--- config.mk ---
export PLATFORM = sky130hd
export DESIGN_NAME = if_stage
export DESIGN_NICKNAME = d
export VERILOG_FILES = /design/src/rtl/cpu_pkg.sv /design/src/rtl/sat_counter.sv /design/src/rtl/if_stage.sv
export SDC_FILE = /design/constraint.sdc
export NUM_CORES = 1
export LEC_CHECK = 0
export BUFFER_PORTS_ARGS = -buffer_cell sky130_fd_sc_hd__buf_4
export CAP_MARGIN = 10
export CORE_ASPECT_RATIO = 1.1
export CORE_MARGIN = 3
export CORE_UTILIZATION = 52
export DETAILED_ROUTE_END_ITERATION = 6
export PLACE_DENSITY = 0.91
export SYNTH_ARGS = -nofsm -noshare
export SYNTH_HDL_FRONTEND = slang
export SYNTH_SLANG_ARGS = --single-unit
--- constraint.sdc ---
create_clock -name clk_i -period 3.15 [get_ports clk_i]
set_input_delay 0.4725 -clock clk_i [delete_from_list [all_inputs] [get_ports clk_i]]
set_output_delay 0.4725 -clock clk_i [all_outputs]
set_load 0.02 [all_outputs]
--- src/rtl/cpu_pkg.sv ---
// Shared constants for the RISC-V pipeline front end.
package cpu_pkg;

  localparam int          XLEN         = 32;
  localparam logic [31:0] RESET_PC     = 32'h0000_0000;
  localparam int          PC_STEP      = 4;
  localparam logic [31:0] BUBBLE_INSTR = 32'h0000_0000;

endpackage

--- src/rtl/sat_counter.sv ---
// Event counter that sticks at all-ones instead of wrapping.
module sat_counter #(
  parameter int CNT_W = 32
) (
  input  logic             clk_i,
  input  logic             rst_i,
  input  logic             inc_i,
  output logic [CNT_W-1:0] cnt_o
);

  always_ff @(posedge clk_i) begin
    if (rst_i) begin
      cnt_o <= '0;
    end else if (inc_i && !(&cnt_o)) begin
      cnt_o <= cnt_o + 1'b1;
    end
  end

endmodule

--- src/rtl/if_stage.sv ---
// Instruction-fetch stage: PC register, IF/ID pipeline register and event counters.
module if_stage #(
  parameter int              XLEN     = cpu_pkg::XLEN,
  parameter logic [XLEN-1:0] RESET_PC = XLEN'(cpu_pkg::RESET_PC),
  parameter int              CNT_W    = 32
) (
  input  logic             clk_i,
  input  logic             rst_i,
  input  logic             start_i,
  input  logic             stall_i,
  input  logic             flush_i,
  input  logic [XLEN-1:0]  branch_target_i,
  output logic [XLEN-1:0]  imem_addr_o,
  input  logic [XLEN-1:0]  imem_instr_i,
  output logic [XLEN-1:0]  pc_o,
  output logic [XLEN-1:0]  ifid_pc_o,
  output logic [XLEN-1:0]  ifid_instr_o,
  output logic             ifid_valid_o,
  output logic [CNT_W-1:0] stall_cnt_o,
  output logic [CNT_W-1:0] flush_cnt_o,
  output logic [CNT_W-1:0] fetch_cnt_o
);

  import cpu_pkg::PC_STEP;
  import cpu_pkg::BUBBLE_INSTR;

  logic [XLEN-1:0] redirect_pc;
  logic            stall_inc;
  logic            flush_inc;
  logic            fetch_inc;

  // Redirects are forced word-aligned by clearing the two low bits.
  assign redirect_pc = branch_target_i & ~XLEN'(3);

  assign flush_inc = start_i && flush_i;
  assign stall_inc = start_i && !flush_i && stall_i;
  assign fetch_inc = start_i && !flush_i && !stall_i;

  assign imem_addr_o = pc_o;

  always_ff @(posedge clk_i) begin
    if (rst_i) begin
      pc_o         <= RESET_PC;
      ifid_pc_o    <= '0;
      ifid_instr_o <= XLEN'(BUBBLE_INSTR);
      ifid_valid_o <= 1'b0;
    end else if (!start_i || flush_i) begin
      if (start_i) begin
        pc_o <= redirect_pc;
      end
      ifid_pc_o    <= '0;
      ifid_instr_o <= XLEN'(BUBBLE_INSTR);
      ifid_valid_o <= 1'b0;
    end else if (!stall_i) begin
      pc_o         <= pc_o + XLEN'(PC_STEP);
      ifid_pc_o    <= pc_o;
      ifid_instr_o <= imem_instr_i;
      ifid_valid_o <= 1'b1;
    end
  end

  sat_counter #(.CNT_W(CNT_W)) u_stall_cnt (
    .clk_i (clk_i),
    .rst_i (rst_i),
    .inc_i (stall_inc),
    .cnt_o (stall_cnt_o)
  );

  sat_counter #(.CNT_W(CNT_W)) u_flush_cnt (
    .clk_i (clk_i),
    .rst_i (rst_i),
    .inc_i (flush_inc),
    .cnt_o (flush_cnt_o)
  );

  sat_counter #(.CNT_W(CNT_W)) u_fetch_cnt (
    .clk_i (clk_i),
    .rst_i (rst_i),
    .inc_i (fetch_inc),
    .cnt_o (fetch_cnt_o)
  );

endmodule

==> impl_metrics.yaml, run 1 <==
power:
  internal_power_mw: 3.87
  clock_power_share_pct: 42.8
  swShare_pct: 25.3
  p_seq_share_pct: 48.1
  p_switching_mw: 1.31
  total_power_mw: 5.17
  irDropWorstVdd_mv: 0.358
  p_leak_nw: 4.72
  combPwrFrac_pct: 9.2
  power_density_mw_per_mm2: 433
flow_run:
  cap_violations: 0
floorplan:
  ios: 294
  fp.coreArea_mm2: 0.0173
  dieWidth_um: 133
  start_util_pct: 53.7
  rows: 50
  dieArea_mm2: 0.0195
  die_h_um: 146
clock_tree:
  cts_tree: "yes"
  cts_buffers: 17
  cts_hold_buf: 0
  htree_levels: 4
  clkSinkCount: 189
  cts_resized: 0
  ctsRootBufferMaster: "clkbuf_16"
  cts.path.max_buffers: 2
  path_clk_slew_ns: 0.07
  cts_setup_buffers: 0
  worstSkewPairLatency_ns: 0.43
layout:
  nFillCells: 1316
  final_util_pct: 69.2
  layout.nets: 1391
  regArea_mm2: 0.00378
  multi_input_area_mm2: 0.00489
  layout-drive-gt1-share_pct: 26.9
  syn2layout_area_growth_pct: 28.8
setup_path:
  crit_family: "simple AND/OR/NAND/NOR gates"
  crit_required_ns: 3.47
  max_stage_delay_ns: 0.82
  path_buf_inv: 0
  worstPathCellList: "nand4_1 -> or4_1 -> nor4_1 -> o21ai_0 -> a221oi_1"
  crit_fanout: 16
  cp_data_arrival_time_ns: 3.06
  slowest_stage: "or4_1"
  crit_path_start_kind: "flip-flop"
  critical_path_class: "flip-flop to flip-flop"
  end_kind: "flip-flop"
timing:
  fmax_ghz: 0.365
  hold_violations: 0
  tightest_slew_ns: 0.813
  finClkSkew_ns: 0.0110
  slew_violations: 0
  hold_ws_ns: 0.278
  post-route-period-util_pct: 87.0
  fin_tns_setup_ns: 0
  setup_ws_ns: 0.410
  maxSlewHeadroom_pct: 45.8
  rsz0062_at_grt: "no"
  min_period_ns: 2.74
  setup_violations: 0
grt:
  first_global_vias: 8644
  antenna_found_initial: 1
  grt_pass1_wl_um: 44100
  overflow: 0
  grt_max_degree: 52
  grt_use_total_pct: 27.1
synth:
  ys_warn_count: 0
  synth_top_family_by_area: "simple AND/OR/NAND/NOR gates"
  synth_xor_area_share_pct: 4.44
  synth_edf_count: 0
  synth-main-ff-cell: "dfxtp_1"
  yosys.area_share.simple_pct: 25.4
  synth_area_per_cell_um2: 8.44
  synth_async_sr_flop_share_pct: 0
  seq_area_frac_synth_pct: 40.8
  synth-compound-area-share_pct: 14.3
  synthAdderAreaFrac_pct: 0.539
  synthMuxAreaShare_pct: 7.66
  yosysUniqueCellTypes: 60
  syn_area_mm2: 0.00928
  syn_inst: 1099
  synth_seq_cells: 189
run_status:
  outcome: "completed"
drt:
  routedWlPerCell_um: 18.0
  post_drt_via_cell_ratio: 6.00
  top_layer_used: "met4"
  drt_pass1_iterations: 5
  route.final.wire_length_um: 28300
  drt_iter0_markers: 715
  dr_wl_met3_um: 2210
  drc: 0
  wl_met1_um: 11200
  num_vias: 9393
  antenna_left: 0
  met2_length_um: 13800
placement:
  pre_cts_ws_ns: 0.389
  gp_congestion: 0.894
  dp_hpwl_um: 20200
  port_buffers: 285
min_path:
  min-delay-path-class: "primary input to flip-flop"
## sequential cells by signal, indices dropped and copies added, names as in the netlist
register / flops
ifid_instr_o: 32
u_fetch_cnt.cnt_o: 32
u_flush_cnt.cnt_o: 32
u_stall_cnt.cnt_o: 32
ifid_pc_o: 30
imem_addr_o: 30
ifid_valid_o: 1
## power groups by stage
| stage | Combinational, mW | Sequential [mW] | Clock [mW] |
|---|---|---|---|
| after floorplan | 0.257 | 2.56 | 0 |
| after global placement | 0.460 | 2.54 | 0 |
| after detailed placement | 0.470 | 2.54 | 0 |
| after CTS | 0.473 | 2.48 | 2.24 |
| after global routing | 0.505 | 2.49 | 2.33 |
| final | 0.475 | 2.49 | 2.21 |
## synth_stat cells (4+ instances only)
library cell	count	area share (%)
ha_1	4	0.54
and4_1	22	2.1
a22oi_1	12	0.97
nand3_1	38	2.0
o22ai_1	11	0.74
nand4_1	42	2.8
o211ai_1	5	0.40
mux2_2	8	0.97
and3_1	12	0.81
nor3_1	23	1.2
a211oi_1	17	1.4
o31ai_1	19	1.5
mux2i_1	62	6.7
o41ai_1	4	0.38
a21oi_1	64	3.5
buf_2	4	0.22
a2111oi_0	5	0.47
nor2b_1	10	0.67
o21ai_0	41	2.2
xnor2_1	34	3.2
nor4_1	32	2.2
a311oi_1	4	0.38
nand2_1	60	2.4
buf_4	36	2.9
dfxtp_1	189	41
inv_1	24	0.97
or3_1	27	1.8
or4_1	19	1.5
and2_1	7	0.47
clkbuf_1	65	2.6
xor2_1	13	1.2
nand2b_1	4	0.27
nor2_1	136	5.5
a21o_1	4	0.32
## cell usage in the layout, fill, tap and decap left out, types with 6 or more instances in the layout
| cell | netlist | routed |
|---|---|---|
| nor2b_1 | 10 | 10 |
| nand4_1 | 42 | 42 |
| a211oi_1 | 17 | 17 |
| a21oi_1 | 64 | 64 |
| nor3_1 | 23 | 23 |
| or4_1 | 19 | 19 |
| nand3_1 | 38 | 38 |
| conb_1 | 1 | 6 |
| mux2_2 | 8 | 8 |
| nand2_1 | 60 | 60 |
| xor2_1 | 13 | 13 |
| o31ai_1 | 19 | 19 |
| nor4_1 | 32 | 31 |
| xnor2_1 | 34 | 34 |
| o21ai_0 | 41 | 40 |
| mux2i_1 | 62 | 62 |
| inv_6 | 0 | 6 |
| nor2_1 | 136 | 136 |
| a22oi_1 | 12 | 12 |
| inv_1 | 24 | 24 |
| dfxtp_1 | 189 | 189 |
| or3_1 | 27 | 27 |
| and2_1 | 7 | 7 |
| and3_1 | 12 | 12 |
| and4_1 | 22 | 22 |
| o22ai_1 | 11 | 11 |
| buf_4 | 36 | 302 |
| clkbuf_16 | 0 | 17 |
## worst min-delay path, delay by kind of cell
kind / cells / cell delay (ns)
AND/OR/NAND/NOR: 1 / 0.07
multiplexers: 1 / 0.05
buffers and inverters: 1 / 0.08
## per-layer routing
layer  up-vias  global-route usage [%]
met5         -                       0
met4         0                    12.0
met3        81                    6.03
met2       450                    46.7
met1      4450                    32.3
li1       4412                       -
## cells by family (layout without fill, tap and decap cells)
| family | Yosys count | in the layout |
|---|---|---|
| adder cells (fa/ha/maj) | 4 | 4 |
| AO/OA/AOI/OAI | 208 | 208 |
| buffers and inverters | 132 | 359 |
| XOR/XNOR | 47 | 47 |
| multiplexers | 70 | 70 |
| AND/OR/NAND/NOR | 448 | 448 |
| flip-flops | 189 | 189 |
| other | 1 | 7 |
## final cells by class
| cell class | count | area share, % |
|---|---|---|
| Timing Repair Buffer | 303 | 19.1 |
| Antenna cell | 1 | 0.0209 |
| Clock buffer | 20 | 3.82 |
| Sequential cell | 189 | 31.7 |
| Tap cell | 234 | 2.45 |
| Inverter | 24 | 0.754 |
| Clock inverter | 12 | 1.24 |
| Multi-Input combinational cell | 783 | 40.9 |
## per-stage QoR
stage	instances	cell area, um^2
floorplan	1104	9300
global route	1566	11900
finish	1566	11900
global placement	1533	11300
detailed placement	1533	11300
CTS	1565	11900
## worst paths after layout
path                 endpoint  cells after the start  slack (ns)             start
max           imem_addr_o[31]                      5        0.41   imem_addr_o[10]
min reg2reg     ifid_pc_o[19]                      2        0.48     ifid_pc_o[19]
min          ifid_instr_o[30]                      3        0.28  imem_instr_i[30]
max reg2reg   imem_addr_o[31]                      5        0.41   imem_addr_o[10]
No activity file was read; power rests on OpenSTA's default activity.
==> run 2: changes to the inputs <==
Settings changed: CORE_ASPECT_RATIO 1.1 to not set.
Clock period 3.15 ns to 3.07 ns, I/O delays scaled along.
==> run 2 against run 1 <==
  * Flip-flop and latch count unchanged
  * Clock-buffer cell count is 3 lower
  * Critical endpoint unchanged
  * Utilization shrank 0.40 points
  * Via count grew 0.34%
  * Worst setup slack improved by 0.098 ns
  * Wire length is 2.9% higher
  * Sequential share of layout area about the same
==> impl_metrics.yaml, run 2 (synthesis gave the netlist of run 1 again) <==
drt:
  drt_iter0_markers: 922
  post_drt_via_cell_ratio: 6.04
  drc: 0
  routedWlPerCell_um: 18.6
  route.final.wire_length_um: 29100
  antenna_left: 0
  num_vias: 9425
  drt_pass1_iterations: 6
setup_path:
  crit_path_start_kind: "flip-flop"
  worstPathCellList: "nand4_1 -> or4_1 -> buf_4 -> nor4_1 -> o21ai_0 -> a221oi_1"
  reg2reg_from: "imem_addr_o[10]"
  rr_worst_depth: 6
  slowest_stage: "dfxtp_1"
  crit_fanout: 16
  path_buf_inv: 1
  crit_required_ns: 3.40
  critical_path_class: "flip-flop to flip-flop"
  max_stage_delay_ns: 0.58
  crit_family: "simple AND/OR/NAND/NOR gates"
  r2r_setup_slack_ns: 0.51
  end_kind: "flip-flop"
  cp_data_arrival_time_ns: 2.90
  r2r_end: "imem_addr_o[31]"
grt:
  grt_pass1_wl_um: 45100
  first_global_vias: 8685
  grt_max_degree: 108
  grt_use_total_pct: 27.9
  antenna_found_initial: 1
  overflow: 0
placement:
  dp.cells: 1528
  pre_cts_ws_ns: 0.343
  port_buffers: 285
  dpl-instance-area_mm2: 0.0114
  dp_hpwl_um: 20800
  gp_congestion: 0.917
clock_tree:
  worstSkewPairLatency_ns: 0.43
  cts_setup_buffers: 0
  path_clk_slew_ns: 0.08
  cts.path.max_buffers: 2
  cts_resized: 0
  cts_hold_buf: 0
  cts_tree: "yes"
  cts_buffers: 17
  htree_levels: 4
  ctsRootBufferMaster: "clkbuf_16"
  clkSinkCount: 189
timing:
  min_period_ns: 2.56
  tightest_slew_ns: 0.882
  fmax_ghz: 0.390
  post-route-period-util_pct: 83.5
  setup_violations: 0
  hold_violations: 0
  rsz0062_at_grt: "no"
  finClkSkew_ns: 0.0110
  setup_ws_ns: 0.508
  slew_violations: 0
  maxSlewHeadroom_pct: 40.6
  fin_tns_setup_ns: 0
floorplan:
  ios: 294
  fp.coreArea_mm2: 0.0174
  rows: 48
  dieArea_mm2: 0.0195
  die_h_um: 140
  dieWidth_um: 140
  start_util_pct: 53.5
layout:
  layout.nets: 1395
  layout-drive-gt1-share_pct: 27.2
  nFillCells: 1298
  syn2layout_area_growth_pct: 28.7
  final_common_cell: "buf_4"
  final_cell_count_no_fill: 1561
  finalInstanceArea_mm2: 0.0119
  final_util_pct: 68.8
  final_cell_mix: "306 x buf_4, 189 x dfxtp_1, 136 x nor2_1"
power:
  power_density_mw_per_mm2: 437
  p_leak_nw: 4.73
  irDropWorstVdd_mv: 0.368
min_path:
  whs_endpoint: "ifid_instr_o[1]"
  min-delay-path-class: "primary input to flip-flop"
  worst_hold_startpoint: "imem_instr_i[1]"
  worstHoldPathCells: 3
flow_run:
  cap_violations: 0
run_status:
  outcome: "completed"
-- run 2: final cells by class --
type / count / area [um^2] / area share [%]
Multi-Input combinational cell: 783 / 4890 / 40.9
Sequential cell: 189 / 3780 / 31.7
Timing Repair Buffer: 307 / 2320 / 19.4
Clock buffer: 17 / 425 / 3.56
Tap cell: 225 / 282 / 2.36
Clock inverter: 15 / 153 / 1.28
Inverter: 24 / 90.1 / 0.754
Antenna cell: 1 / 2.50 / 0.0210
-- run 2: how the worst max path moves through the flow --
stage / startpoint / to / slack (ns) / cells past startpoint
finish: imem_addr_o[10] / imem_addr_o[31] / 0.51 / 6
global route: imem_addr_o[10] / imem_addr_o[31] / 0.28 / 6
CTS: imem_addr_o[10] / imem_addr_o[31] / 0.55 / 6
detailed placement: start_i / u_stall_cnt.cnt_o[27] / 0.34 / 6
global placement: start_i / u_stall_cnt.cnt_o[31] / 0.42 / 6
floorplan: u_stall_cnt.cnt_o[5] / u_stall_cnt.cnt_o[26] / 0.70 / 6
-- run 2: metal layers --
metal	up-vias	wire length (um)	global-route usage, %
met4	0	745	9.54
met3	75	2360	6.12
met1	4441	11200	33.7
met2	476	14800	49.0
met5	-	0	0
li1	4433	-	-
-- run 2: metrics by stage --
| step | hold slack [ns] | power, mW |
|---|---|---|
| 2_1_floorplan | 0.526 | 2.89 |
| 3_3_place_gp | 0.438 | 3.08 |
| 3_5_place_dp | 0.453 | 3.09 |
| 4_1_cts | 0.248 | 5.22 |
| 5_1_grt | 0.253 | 5.39 |
| 6_report | 0.258 | 5.22 |
-- run 2: tightest hold or removal path: stages --
cell and delay (ns):
buf_4 0.08, mux2i_1 0.05, nor2_1 0.07
-- run 2: where the power goes --
group	leakage [nW]	total [mW]	internal [mW]	switching (mW)
Sequential	1.53	2.55	2.49	0.0630
Combinational	2.92	0.491	0.211	0.280
Clock	0.280	2.18	1.09	1.09
